`src/rtl/rgmii_rx_decoder.sv`:
```
// RGMII receive decoder: rebuilds GMII bytes from IDDR nibble pairs, strips preamble/SFD and
// streams payload with last/error markers. Optional in-band link status: RGMII_INBAND_STATUS_EN.
module rgmii_rx_decoder #(
  parameter int unsigned MAX_LEN = 1522
) (
  input  logic       clk,
  input  logic       rst,
  input  logic [3:0] rxd_q1,
  input  logic [3:0] rxd_q2,
  input  logic       rx_ctl_q1,
  input  logic       rx_ctl_q2,
  output logic [7:0] m_tdata,
  output logic       m_tvalid,
  output logic       m_tlast,
  output logic       m_tuser,
  output logic       stat_frame_ok,
  output logic       stat_frame_err,
  output logic       stat_pre_err,
  output logic       link_up,
  output logic [1:0] link_speed,
  output logic       link_full_duplex,
  output logic [1:0] dbg_state
);

  typedef enum logic [1:0] {S_IDLE, S_PREAMBLE, S_DATA, S_DROP} state_t;

  localparam logic [15:0] MAX_LEN_W = 16'(MAX_LEN);

  logic [7:0] rx_byte;
  logic       dv;
  logic       er;

  assign rx_byte = {rxd_q2, rxd_q1};
  assign dv      = rx_ctl_q1;
  assign er      = rx_ctl_q1 ^ rx_ctl_q2;

  state_t      state_q, state_d;
  logic [2:0]  pre_cnt_q, pre_cnt_d;
  logic [15:0] len_q, len_d;
  logic        err_seen_q, err_seen_d;
  logic        hold_vld_q, hold_vld_d;
  logic [7:0]  hold_q, hold_d;
  logic [7:0]  tdata_q, tdata_d;
  logic        tvalid_q, tvalid_d;
  logic        tlast_q, tlast_d;
  logic        tuser_q, tuser_d;
  logic        frame_ok_q, frame_ok_d;
  logic        frame_err_q, frame_err_d;
  logic        pre_err_q, pre_err_d;

  // Handshake: m_tvalid qualifies m_tdata/m_tlast/m_tuser for exactly one cycle; there is
  // no tready, so the consumer must accept every beat on the cycle it is presented.
  always_comb begin
    state_d     = state_q;
    pre_cnt_d   = pre_cnt_q;
    len_d       = len_q;
    err_seen_d  = err_seen_q;
    hold_vld_d  = hold_vld_q;
    hold_d      = hold_q;
    tdata_d     = tdata_q;
    tvalid_d    = 1'b0;
    tlast_d     = 1'b0;
    tuser_d     = 1'b0;
    frame_ok_d  = 1'b0;
    frame_err_d = 1'b0;
    pre_err_d   = 1'b0;
    unique case (state_q)
      S_IDLE: begin
        if (dv) begin
          if (rx_byte == 8'h55) begin
            state_d   = S_PREAMBLE;
            pre_cnt_d = 3'd1;
          end else begin
            pre_err_d = 1'b1;
            state_d   = S_DROP;
          end
        end
      end
      S_PREAMBLE: begin
        if (!dv) begin
          state_d = S_IDLE;
        end else if (!er && rx_byte == 8'h55) begin
          if (pre_cnt_q != 3'd7) pre_cnt_d = pre_cnt_q + 3'd1;
        end else if (!er && rx_byte == 8'hD5) begin
          state_d    = S_DATA;
          len_d      = 16'd0;
          err_seen_d = 1'b0;
          hold_vld_d = 1'b0;
        end else begin
          pre_err_d = 1'b1;
          state_d   = S_DROP;
        end
      end
      S_DATA: begin
        if (hold_vld_q && len_q == MAX_LEN_W) begin
          // The MAX_LEN-th byte sits in hold: close the frame as bad, discard the rest.
          tvalid_d    = 1'b1;
          tdata_d     = hold_q;
          tlast_d     = 1'b1;
          tuser_d     = 1'b1;
          frame_err_d = 1'b1;
          hold_vld_d  = 1'b0;
          state_d     = dv ? S_DROP : S_IDLE;
        end else if (dv) begin
          if (hold_vld_q) begin
            tvalid_d = 1'b1;
            tdata_d  = hold_q;
          end
          hold_d     = rx_byte;
          hold_vld_d = 1'b1;
          len_d      = len_q + 16'd1;
          if (er) err_seen_d = 1'b1;
        end else begin
          if (hold_vld_q) begin
            tvalid_d    = 1'b1;
            tdata_d     = hold_q;
            tlast_d     = 1'b1;
            tuser_d     = err_seen_q;
            frame_ok_d  = !err_seen_q;
            frame_err_d = err_seen_q;
          end
          hold_vld_d = 1'b0;
          state_d    = S_IDLE;
        end
      end
      S_DROP: begin
        if (!dv) state_d = S_IDLE;
      end
      default: state_d = S_IDLE;
    endcase
  end

  always_ff @(posedge clk or posedge rst) begin
    if (rst) begin
      state_q     <= S_IDLE;
      pre_cnt_q   <= 3'd0;
      len_q       <= 16'd0;
      err_seen_q  <= 1'b0;
      hold_vld_q  <= 1'b0;
      hold_q      <= 8'd0;
      tdata_q     <= 8'd0;
      tvalid_q    <= 1'b0;
      tlast_q     <= 1'b0;
      tuser_q     <= 1'b0;
      frame_ok_q  <= 1'b0;
      frame_err_q <= 1'b0;
      pre_err_q   <= 1'b0;
    end else begin
      state_q     <= state_d;
      pre_cnt_q   <= pre_cnt_d;
      len_q       <= len_d;
      err_seen_q  <= err_seen_d;
      hold_vld_q  <= hold_vld_d;
      hold_q      <= hold_d;
      tdata_q     <= tdata_d;
      tvalid_q    <= tvalid_d;
      tlast_q     <= tlast_d;
      tuser_q     <= tuser_d;
      frame_ok_q  <= frame_ok_d;
      frame_err_q <= frame_err_d;
      pre_err_q   <= pre_err_d;
    end
  end

  assign m_tdata        = tdata_q;
  assign m_tvalid       = tvalid_q;
  assign m_tlast        = tlast_q;
  assign m_tuser        = tuser_q;
  assign stat_frame_ok  = frame_ok_q;
  assign stat_frame_err = frame_err_q;
  assign stat_pre_err   = pre_err_q;
  assign dbg_state      = state_q;

`ifdef RGMII_INBAND_STATUS_EN
  logic       link_up_q, link_up_d;
  logic [1:0] link_speed_q, link_speed_d;
  logic       link_fd_q, link_fd_d;

  // Inter-frame status is only trusted when both nibbles agree and no error is signalled.
  always_comb begin
    link_up_d    = link_up_q;
    link_speed_d = link_speed_q;
    link_fd_d    = link_fd_q;
    if (state_q == S_IDLE && !dv && !er && rxd_q1 == rxd_q2) begin
      link_up_d    = rxd_q1[0];
      link_speed_d = rxd_q1[2:1];
      link_fd_d    = rxd_q1[3];
    end
  end

  always_ff @(posedge clk or posedge rst) begin
    if (rst) begin
      link_up_q    <= 1'b0;
      link_speed_q <= 2'b00;
      link_fd_q    <= 1'b0;
    end else begin
      link_up_q    <= link_up_d;
      link_speed_q <= link_speed_d;
      link_fd_q    <= link_fd_d;
    end
  end

  assign link_up          = link_up_q;
  assign link_speed       = link_speed_q;
  assign link_full_duplex = link_fd_q;
`else
  assign link_up          = 1'b1;
  assign link_speed       = 2'b10;
  assign link_full_duplex = 1'b1;
`endif

endmodule

```
`config.mk`:
```
export PLATFORM = sky130hd
export DESIGN_NAME = rgmii_rx_decoder
export DESIGN_NICKNAME = d
export VERILOG_FILES = /design/src/rtl/rgmii_rx_decoder.sv
export SDC_FILE = /design/constraint.sdc
export NUM_CORES = 1
export LEC_CHECK = 0
export ABC_AREA = 0
export BUFFER_PORTS_ARGS = -buffer_cell sky130_fd_sc_hd__buf_2
export CAP_MARGIN = 30
export CORE_ASPECT_RATIO = 1.75
export CORE_UTILIZATION = 30
export CTS_BUF_LIST = sky130_fd_sc_hd__clkbuf_2
export CTS_CLUSTER_DIAMETER = 50
export DETAILED_ROUTE_END_ITERATION = 8
export PLACE_DENSITY_LB_ADDON = 0.08
export SLEW_MARGIN = 20
export SYNTH_ARGS = -nofsm -noshare
export SYNTH_HDL_FRONTEND = slang
export SYNTH_SLANG_ARGS = --single-unit
```
`constraint.sdc`:
```
create_clock -name clk -period 2.63 [get_ports clk]
set_input_delay 0.1315 -clock clk [delete_from_list [all_inputs] [get_ports clk]]
set_output_delay 0.1315 -clock clk [all_outputs]
set_load 0.005 [all_outputs]
```
==> results of run 1 <==
## metal layers
| layer | share of wire, % | global-route usage (%) | vias up |
|---|---|---|---|
| met5 | 0 | 0 | - |
| met4 | 2.0 | 6.645 | 0 |
| met3 | 2.2 | 2.754 | 7 |
| met2 | 56 | 26.16 | 30 |
| met1 | 40 | 15.06 | 719 |
| li1 | - | - | 709 |
## cell type report
type	count	area share, %
tap	80	4.331
clock inverter	3	2.003
multi-input combinational	134	35.95
inverter	4	0.6497
clock buffer	5	1.083
timing repair buffer	41	11.59
sequential	41	44.40
## final timing paths
path	end	slack (ns)	depth (start not counted)
setup / recovery	len_q[12]	0.28	5
hold / removal	dbg_state[0]	0.37	4
setup reg to reg	len_q[12]	0.28	5
hold reg to reg	stat_frame_ok	0.50	1
max in group asynchronous	hold_q[7]	1.87	4
min in group clk	hold_q[5]	0.43	4
## synthesized netlist by cell type (2+ instances only)
cell type	number
dfrtp_1	41
nand2_1	35
nor2_1	14
mux2_2	8
nand3_1	8
a21oi_1	6
buf_4	5
nor4_1	5
xor2_1	5
inv_1	4
nand4_1	4
nor2b_1	4
o21ai_0	4
mux2i_1	3
nor3_1	3
or3_1	3
xnor2_1	3
conb_1	2
ha_1	2
nand4b_1	2
or2_2	2
or2b_2	2
## critical path: stages (launching register included)
cell	delay [ns]
dfrtp_1	0.47
or4_1	0.58
nor4_4	0.53
nor2_1	0.32
nand3_1	0.16
mux2i_1	0.22
## registers in the layout, indices dropped and copies added, names as in the netlist
signal,flops
m_tlast,1
m_tvalid,1
m_tdata,8
err_seen_q,1
stat_frame_err,1
stat_pre_err,1
hold_q,8
len_q,16
hold_vld_q,1
stat_frame_ok,1
dbg_state,2
## per-stage QoR
| step | worst slack [ns] | hold WS, ns | utilization, % | power [mW] | area [µm²] |
|---|---|---|---|---|---|
| after floorplan | 0.6813 | 0.2043 | - | 0.9259 | 1929 |
| after global placement | 0.3861 | 0.2951 | 34.45 | 1.026 | 2130 |
| after detailed placement | 0.2836 | 0.3056 | 34.45 | 1.029 | 2130 |
| after CTS | 0.2368 | 0.3636 | 37.39 | 1.426 | 2311 |
| after global routing | 0.08044 | 0.3747 | 37.39 | 1.484 | 2311 |
| final | 0.2820 | 0.3723 | 37.39 | 1.403 | 2311 |
## cell families after synthesis
logic type / synth area share [%]
AOI/OAI and AO/OA: 5.469
xor gates and xnor gates: 3.646
adders and majority gates: 1.302
and+or+nand+nor: 25.78
other: 0.3908
muxes: 6.250
DFF: 53.39
buffers and inverters: 3.776
## power by group
| part | internal (mW) | switching [mW] | leakage, nW |
|---|---|---|---|
| Combinational | 0.125 | 0.112 | 0.545 |
| Sequential | 0.720 | 0.0630 | 0.533 |
| Clock | 0.162 | 0.221 | 0.0392 |
==> results.toml, run 1 <==
[finish]
stdcell_count = 308
drive_gt1_share_pct = 25.88
final_common_cell = "dfrtp_1"
final_cell_mix = "dfrtp_1 (41), nand2_1 (35), buf_2 (27)"
fin_nets = 241
syn_to_final_growth_pct = 20.25
multi_input_area_um2 = 830.8
insertedDiodeCount = 0
seq_area_um2 = 1026
fill_cells = 659

[setup_path]
cp.required_ns = 2.95
worstSetupStartpointType = "register"
reg2reg_from = "len_q[12]"
critPathKind = "register to register"
worst-path-max-fanout = 11
crit_start = "len_q[12]"
arrival_ns = 2.67
crit_path_end_kind = "register"

[sta]
final.min_clock_period_ns = 2.348
fin_crit_sh_pct = 89.28
hold_viol = 0
relSlewSlack_pct = 49.16
fin_skew_ns = 0.03017
max_freq_ghz = 0.4259
maxSlewViolCount = 0
worstMarginPinSlew_ns = 0.7597
rsz0062_at_grt = "false"
setup_viol = 0
fin_tns_setup_ns = 0

[clocking]
clock_latency_ns = 0.41
cts_root_buf = "clkbuf_2"
cts_resized = 0
htreeDepth = 2
cts_inserted_buffers = 5
cts_tree = "built"
clk_pin_slew_ns = 0.24
cts.sinks = 41
hold_buffers = 11
cts_buffer_depth = 2
postCtsSetupBuffers = 0

[status]
status = "finished clean"

[placement]
dp.cells = 289
gp_congestion = 0.7800
port_buffers = 27
dpl.hpwl_um = 3131

[floorplanning]
io_pins = 32
die_y_um = 107.9
std_cell_rows = 38
core_area_um2 = 6181
fp.dieW_um = 62.51
die_area_um2 = 6743
start_util_pct = 31.09

[synth]
syn_area_per_cell_um2 = 10.39
ys_ff_latch = 41
ys_seq_area_share_pct = 53.39
syn_area_um2 = 1922
yosys_warnings = 0
synth-edff-count = 0
ys_top_cells_by_area = "dfrtp_1 (53%), nand2_1 (6.8%), mux2_2 (4.7%)"
synth_ff_type = "dfrtp_1"
ys_async_sr_fraction_pct = 100.0
yosys.cell_types.count = 42
synth_top_area_cell = "dfrtp_1"
synthCells = 185
synth.top_cell.area_share_pct = 53.39

[detailed_routing]
post_drt_wl_per_cell_um = 14.22
first_iter_violations = 29
ant_nets = 0
first_pass_iters = 4
via_per_inst = 4.756
finalWirelength_um = 4380
post-route-drc-count = 0
vias = 1465

[grt]
overflow = 0
grt_max_degree = 42
grt_usage_pct = 14.12
grt_pass1_vias = 1510
grt_antenna_before_repair = 0
grt_pass1_wl_um = 7258

[pwr]
power.leakage_nw = 1.117
powerDensity_nw_per_um2 = 607.2
irDropWorstVdd_v = 0.0002464

[hold_path]
hold_path.class = "input port to asynchronous set/reset pin"

[job]
maxCapViolations = 0
(Power assumes the default switching activity.)
==> run 2: changes to the inputs <==
Settings changed: BUFFER_PORTS_ARGS -buffer_cell sky130_fd_sc_hd__buf_2 to unset, DONT_BUFFER_PORTS set to 1.
Clock period 2.63 ns to 2.9 ns, I/O delays scaled along.
==> results.toml, run 2 (synthesis gave the netlist of run 1 again) <==
[detailed_routing]
vias = 1373
via_per_inst = 4.904
wl_met2_um = 2550
ant_nets = 0
post_drt_wl_per_cell_um = 15.91
first_iter_violations = 21
first_pass_iters = 4
met1_length_um = 1666
finalWirelength_um = 4454
post-route-drc-count = 0
top_layer_used = "met4"
wl_met3_um = 161

[setup_path]
crit_path_max_incr_delay_ns = 0.57
crit_start = "len_q[9]"
reg2reg_from = "len_q[9]"
path_cells = "or4b_4 -> nor4_4 -> nor2_1 -> nand3_1 -> mux2i_1"
crit_buf_inv = 0
crit_path_end_kind = "register"
crit_family = "simple AND/OR/NAND/NOR gates"
cp.required_ns = 3.24
arrival_ns = 2.69
critPathSlowestCell = "or4b_4"
r2r_slack_ns = 0.55
worstSetupStartpointType = "register"
r2r_cells = 5
r2r_end = "len_q[12]"
worst-path-max-fanout = 11
critPathKind = "register to register"

[clocking]
cts_tree = "built"
cts_resized = 0
htreeDepth = 2
clock_latency_ns = 0.40
cts_inserted_buffers = 5
cts.sinks = 41
cts_buffer_depth = 2
cts_root_buf = "clkbuf_2"
clk_pin_slew_ns = 0.22

[sta]
holdWs_ns = 0.02851
fin_tns_setup_ns = 0
worstMarginPinSlew_ns = 0.7616
relSlewSlack_pct = 49.04
rsz0062_at_grt = "false"
setup_viol = 0
final.min_clock_period_ns = 2.348
fin_crit_sh_pct = 80.96
hold_viol = 0
fin_ws_ns = 0.5521
fin_skew_ns = 0.01274
max_freq_ghz = 0.4259
maxSlewViolCount = 0

[grt]
grt_pass1_vias = 1572
grt_usage_pct = 14.52
grt_antenna_before_repair = 0
overflow = 0
grt_max_degree = 23
grt_pass1_wl_um = 7493

[placement]
dpl.hpwl_um = 3233
dp.cells = 261
placed_cell_area_um2 = 1987
port_buffers = 0
gp_congestion = 0.7580
place_ws_ns = 0.5976

[hold_path]
hold_path.class = "input port to register"
whs_path_depth = 3
holdPathEnd = "dbg_state[0]"
min_from = "rxd_q2[3]"

[pwr]
irDropWorstVdd_v = 0.0002902
power.leakage_nw = 0.9961
total_power_mw = 1.231
powerDensity_nw_per_um2 = 568.2

[finish]
fin_nets = 213
insertedDiodeCount = 0
top_register = "len_q"
final_common_cell = "dfrtp_1"
stdcell_area_um2 = 2166
syn_to_final_growth_pct = 12.70
stdcell_count = 280
drive_gt1_share_pct = 15.50
largest_reg_flops = 16
final_cell_mix = "dfrtp_1 (41), nand2_1 (35), nor2_1 (14)"
utilization_pct = 35.04

[job]
maxCapViolations = 0

[floorplanning]
io_pins = 32
core_area_um2 = 6181
start_util_pct = 31.09
die_area_um2 = 6743
die_y_um = 107.9
std_cell_rows = 38
fp.dieW_um = 62.51

[status]
status = "finished clean"
## run 2: cell types whose count changed in the layout (fill, tap and decap cells not counted), sizes merged
| cell | previous run | this run |
|---|---|---|
| clkinvlp | 1 | 0 |
| clkbuf | 5 | 6 |
| buf | 30 | 2 |
## run 2: timing repair
item / CTS / global route
hold buffers: 11 / 0
setup buffers: 0 / 0
hold endpoints to repair: 33 / 0
## run 2: worst reg2reg max path: stages (launching register included)
cell and delay, ns:
dfrtp_1 0.48, or4b_4 0.57, nor4_4 0.55, nor2_1 0.33
nand3_1 0.17, mux2i_1 0.19
## run 2: metal layers
metal | global-route usage, % | vias to the layer above
li1 | - | 654
met1 | 14.73 | 681
met2 | 28.65 | 33
met3 | 2.436 | 5
met4 | 5.648 | 0
met5 | 0 | -
## run 2: how the worst max path moves through the flow
stage               slack (ns)  depth (start not counted)   endpoint
floorplan                 0.95                          6   len_q[2]
global route              0.40                          5  len_q[12]
finish                    0.55                          5  len_q[12]
global placement          0.66                          5  len_q[14]
CTS                       0.54                          5  len_q[12]
detailed placement        0.60                          5  len_q[14]
## run 2: cell type report
type                            count  area [µm²]
Clock buffer                        6       30.03
Fill cell                         679        4015
Sequential cell                    41        1026
Multi-Input combinational cell    134       830.8
Tap cell                           80       100.1
Clock inverter                      2       38.79
Timing Repair Buffer               13       125.1
Inverter                            4       15.01
## run 2: report_power, final
group | internal (mW) | total [mW] | switching [mW]
logic | 0.0785 | 0.153 | 0.0743
clock network | 0.151 | 0.347 | 0.196
registers | 0.654 | 0.731 | 0.0772
